## src/rtl/fifo_sync_prog.sv

```systemverilog
// Single-clock FIFO with an occupancy count, programmable almost flags,
// sticky overflow/underflow flags and a standard or first-word-fall-through read port.
module fifo_sync_prog #(
  parameter int unsigned W_DATA = 8,
  parameter int unsigned W_ADDR = 3,
  parameter int unsigned FWFT   = 0
) (
  input  logic              clk,
  input  logic              rst,
  input  logic              push,
  input  logic [W_DATA-1:0] data_in,
  input  logic              pop,
  output logic [W_DATA-1:0] data_out,
  output logic              full,
  output logic              empty,
  output logic              almost_full,
  output logic              almost_empty,
  output logic [W_ADDR:0]   count,
  input  logic [W_ADDR:0]   af_thresh,
  input  logic [W_ADDR:0]   ae_thresh,
  output logic              overflow,
  output logic              underflow,
  input  logic              err_clr
);

  localparam int unsigned DEPTH = 1 << W_ADDR;

  logic [W_DATA-1:0] mem [DEPTH];
  logic [W_ADDR:0]   wptr;
  logic [W_ADDR:0]   rptr;
  logic [W_ADDR:0]   af_q;
  logic [W_ADDR:0]   ae_q;
  logic              push_ok;
  logic              pop_ok;
  logic              ovf_set;
  logic              unf_set;

  // Full when the wrap bits differ but the addresses coincide; equivalent to count == DEPTH.
  assign full  = (wptr[W_ADDR] != rptr[W_ADDR]) &&
                 (wptr[W_ADDR-1:0] == rptr[W_ADDR-1:0]);
  assign empty = (count == '0);

  // Thresholds are registered so a change shows up on the flags one cycle later.
  assign almost_full  = (count >= af_q);
  assign almost_empty = (count <= ae_q);

  // A push into a full FIFO is still taken when a pop frees the head slot in the same cycle.
  assign pop_ok  = pop & ~empty;
  assign push_ok = push & (~full | pop_ok);
  assign ovf_set = push & ~push_ok;
  assign unf_set = pop & ~pop_ok;

  always_ff @(posedge clk) begin
    af_q <= af_thresh;
    ae_q <= ae_thresh;
  end

  always_ff @(posedge clk) begin
    if (!rst && push_ok) begin
      mem[wptr[W_ADDR-1:0]] <= data_in;
    end
  end

  always_ff @(posedge clk) begin
    if (rst) begin
      wptr  <= '0;
      rptr  <= '0;
      count <= '0;
    end else begin
      if (push_ok) wptr <= wptr + 1'b1;
      if (pop_ok)  rptr <= rptr + 1'b1;
      case ({push_ok, pop_ok})
        2'b10:   count <= count + 1'b1;
        2'b01:   count <= count - 1'b1;
        default: count <= count;
      endcase
    end
  end

  // A fresh error in the clearing cycle keeps its flag set.
  always_ff @(posedge clk) begin
    if (rst) begin
      overflow  <= 1'b0;
      underflow <= 1'b0;
    end else if (err_clr) begin
      overflow  <= ovf_set;
      underflow <= unf_set;
    end else begin
      overflow  <= overflow | ovf_set;
      underflow <= underflow | unf_set;
    end
  end

  generate
    if (FWFT != 0) begin : g_fwft
      assign data_out = empty ? '0 : mem[rptr[W_ADDR-1:0]];
    end else begin : g_std
      always_ff @(posedge clk) begin
        if (rst) begin
          data_out <= '0;
        end else if (pop_ok) begin
          data_out <= mem[rptr[W_ADDR-1:0]];
        end
      end
    end
  endgenerate

endmodule

```

## config.mk

```make
export PLATFORM = sky130hd
export DESIGN_NAME = fifo_sync_prog
export DESIGN_NICKNAME = d
export VERILOG_FILES = /design/src/rtl/fifo_sync_prog.sv
export SDC_FILE = /design/constraint.sdc
export NUM_CORES = 1
export LEC_CHECK = 0
export CAP_MARGIN = 40
export CORE_MARGIN = 5
export CORE_UTILIZATION = 56
export CTS_CLUSTER_SIZE = 24
export DETAILED_ROUTE_END_ITERATION = 10
export PLACE_DENSITY = 0.84
export SYNTH_ARGS = -nofsm -noshare
export SYNTH_HDL_FRONTEND = slang
export SYNTH_SLANG_ARGS = --single-unit
export TNS_END_PERCENT = 20
```

## constraint.sdc

```tcl
create_clock -name clk -period 2.5 [get_ports clk]
set_input_delay 0.25 -clock clk [delete_from_list [all_inputs] [get_ports clk]]
set_output_delay 0.25 -clock clk [all_outputs]
set_load 0.02 [all_outputs]
```

==> implementation parameters <==
Parameter                              Value

Global routing
  Number of global-route vias before repair    2444
  Overall Global Routing Usage    0.188
  Global-route wire length before repair    roughly 12 mm
  Number of antenna violations at the first check in global routing    0
  Pin count of the biggest net entering global routing    27
  Total overflow reported by the global router    0

Worst setup path
  Reg2Reg Setup Slack    0.23 ns
  Length in cells of the worst reg-to-reg path    8
  Endpoint of the most critical register-to-register path    count[3]
  Cell type of the slowest stage on the worst timing path    clkdlybuf4s50_1
  Critical path, cell by cell    xnor2_1 > nand4_2 > inv_4 > clkdlybuf4s50_1
  Required time of the critical path    2.25 ns
  FF-to-FF Start    count[0]
  Endpoint class of the critical path    primary output
  Critical path class    flip-flop to primary output
  Delay of the slowest cell on the worst path    0.62 ns
  Cell family contributing the most delay on the critical path    buffers and inverters
  Number of buffers and inverters on the critical path    2
  Startpoint kind of the worst setup timing path    flip-flop
  Critical path data arrival time    ~2.1 ns
  Largest fanout on the critical path    7

Pwr
  Maximum vdd ir drop    slightly below 0.5 mV
  Comb pwr share    0.331
  Cell Int Power    roughly 3.0 mW
  Clock network fraction of total power    0.236
  Part of the total power dissipated in sequential elements    0.433
  P_leak    1.71 nW
  Net switching power    1.40 mW
  Power density over the cells    911 mW/mm^2
  Switching Share    0.321
  PnR Total Power    4.36 mW

Placement
  Final weighted congestion of routability-driven global placement    0.813
  Number of buffers inserted by port buffering    38
  Setup WS pre-CTS    0.0831 ns
  Total instance count after detailed placement    approximately 400
  Half-perimeter wire length of the detailed placement result    5.26 mm

Yosys
  Ys Warns    0
  Share of async-settable or async-resettable flops after synthesis    0
  Proportion of synthesized area in mux cells    0.124
  Area of the mapped netlist    0.00401 sq mm
  Post-synth EDFFs    64
  Area fraction in compound gates after synthesis    0.0914
  FF+latch count, synth    94
  Post-synth top area cell    edfxtp_1
  Leading cell types by total area after synthesis    edfxtp_1 48%, dfxtp_1 15%, mux4_2 6.7%, ha_1 3.7%, mux4_1 2.6%
  Simple-gate area share of the yosys netlist    0.0521
  Dominant combinational cell family by area after synthesis    multiplexers
  Post-synth top area share    0.479
  Net count of the mapped netlist    297
  Leading register cell type out of synthesis    edfxtp_1
  Number of cells produced by synthesis    263
  Count of different cell masters after synthesis    45
  Xor-xnor portion of the synthesized cell area    0.0259
  Seq/Total Area, Yosys    0.629
  Post-synthesis area per instance    15.2 sq um
  Share of synthesized cell area in full adder, half adder and majority cells    0.0424

Timing
  Post-Route Setup TNS    0 ns
  RSZ-0062 raised after global routing    false
  Final-report hold violation count    0
  Max-slew headroom at the worst pin    0.665
  Transition at the pin with the smallest max-transition slack    0.501 ns
  Setup clock skew after layout    0.00993 ns
  Fmax    0.421 GHz
  Number of setup violations in the final report    0
  Slack of the critical path    around 0.13 ns
  Minimum period implied by the final worst setup slack    2.37 ns
  Period Utilization, post-route    0.949
  Final-report max-slew violation count    0
  Worst hold margin    0.327 ns

Final layout
  Antenna diodes    0
  Layout cells sized above 1    0.188
  Post-layout nets    353
  Area of the multi-input gates    0.00135 sq mm
  Area growth syn-to-layout    19.3%
  Final cell count without fillers    420
  Register area    approximately 0.0025 sq mm
  Number of filler instances in the final layout    469

Min path
  Sink of the worst hold path    ae_q[1]
  Cells on Worst Hold Path    1
  Worst Min Path Start    ae_thresh[1]
  Min-Delay Path Class    input pin to flip-flop

Clocking
  Clock tree from TritonCTS    yes
  Sinks on the clock net    94
  Buffer type at the clock tree root    clkbuf_8
  Clock transition at path regs    0.09 ns
  Setup Fix Bufs, Post-CTS    0
  Total CTS buffers    9
  H-tree Lvls    3
  Insertion delay to the later sink of the worst-skew pair    between 0.3 and 0.4 ns
  Max clock buf depth    2

Job
  Max-cap violation count    0

Floorplanning
  Initial standard-cell utilization of the core    0.584
  Top-Level Pins    39
  Die outline height    between 90 and 100 microns
  Number of placement rows    30
  Area of the placeable core    around 0.007 sq mm
  Die area    0.00895 sq mm
  Die outline width    between 90 and 100 microns

Route
  Average wire length per cell after detail routing    around 18 microns
  Ratio of routed vias to standard cells    5.63
  Initial detailed-routing violation count    115
  Total Wirelength    slightly below 8 mm
  Detailed-routing iteration count for the pre-antenna-repair pass    4
  Routed Antenna Nets    0
  Count of unresolved DRC violations after routing    0
  Total vias in the final route    2364

Outcome
  Status    finished clean
-- worst max path at each step --
stage                     startpoint       end  slack [ns]  cells past startpoint
after floorplan             count[3]  count[3]        0.16                      9
after global placement           pop  count[3]        0.20                      9
after detailed placement         pop  count[3]        0.08                      9
after CTS                    wptr[0]      full        0.06                      4
after global routing         wptr[2]      full        0.01                      4
final                        wptr[2]      full        0.13                      4
-- power groups by stage --
stage / registers [mW] / logic, mW / clock network, mW
final: 1.89 / 1.44 / 1.03
after global routing: 1.91 / 1.56 / 1.13
after CTS: 1.89 / 1.46 / 1.05
after detailed placement: 1.92 / 1.47 / 0
after global placement: 1.92 / 1.41 / 0
after floorplan: 2.01 / 0.900 / 0
-- sequential cells by signal, summed over array words and instances, names as in the netlist --
signal,cells
ae_q,4
af_q,4
count,4
data_out,8
mem,64
overflow,1
rptr,4
underflow,1
wptr,4
-- area by class of cell --
class,count,area share
sequential,94,0.528
multi-input combinational,141,0.282
timing repair buffer,58,0.110
clock inverter,7,0.0165
inverter,15,0.0123
tap,96,0.0251
clock buffer,9,0.0259
-- stage by stage --
| stage | util | instance area, sq um |
|---|---|---|
| 6_report | 0.696 | 4780 |
| 5_1_grt | 0.696 | 4780 |
| 4_1_cts | 0.696 | 4780 |
| 3_5_place_dp | 0.666 | 4580 |
| 3_3_place_gp | 0.666 | 4580 |
| 2_1_floorplan | - | 4010 |
-- per-layer routing --
layer / global-route usage / routed length, microns / vias to the layer above
li1: - / - / 1115
met1: 0.218 / 2990 / 1156
met2: 0.327 / 4030 / 81
met3: 0.0478 / 582 / 12
met4: 0.0853 / 136 / 0
met5: 0 / 0 / -
-- synth_stat cells, types with 2 or more instances --
library cell,count
inv_1,13
a22oi_1,2
xor2_1,2
nor4_1,2
o211ai_1,10
a21oi_1,11
nand3_1,2
nor3_1,2
mux4_2,12
a21o_1,5
mux2_4,2
nand2b_1,3
o21a_1,2
clkbuf_1,4
nand4_1,3
mux2i_1,9
nand2_1,11
buf_4,2
xnor2_1,3
a21oi_2,2
nor2b_1,3
nor2_1,16
edfxtp_1,64
o21ai_0,10
ha_1,12
dfxtp_1,30
buf_6,3
buf_2,3
mux4_1,4
-- timing repair --
action,in CTS,in global routing
gates resized for setup,3,3
setup endpoints to repair,2,2
pin swaps,0,0
hold buffers,0,0
hold endpoints to repair,0,0
-- kinds of logic (layout without fill, tap and decap cells) --
kind of cell | Yosys count | in the layout
and+or+nand+nor | 44 | 44
adders and majority gates | 13 | 13
AOI/OAI and AO/OA | 49 | 49
muxes | 27 | 27
DFF | 94 | 94
xor gates and xnor gates | 8 | 8
buffers and inverters | 28 | 89
-- cells in the final DEF (no fill, tap or decap), drive strengths merged, types with 3 or more instances in the layout --
cell,netlist,final
buf,9,20
clkdlybuf4s50,0,36
xor2,3,3
inv,14,18
mux4,16,16
a21o,5,5
dfxtp,30,30
o21ai,10,10
nand4,4,4
o211ai,10,10
nand2,11,11
nor2b,3,3
ha,12,12
mux2i,9,9
nand2b,3,3
a21oi,13,13
clkbuf,4,9
edfxtp,64,64
nor2,16,16
xnor2,5,5
Note: power is estimated with default switching activity, not from simulation.
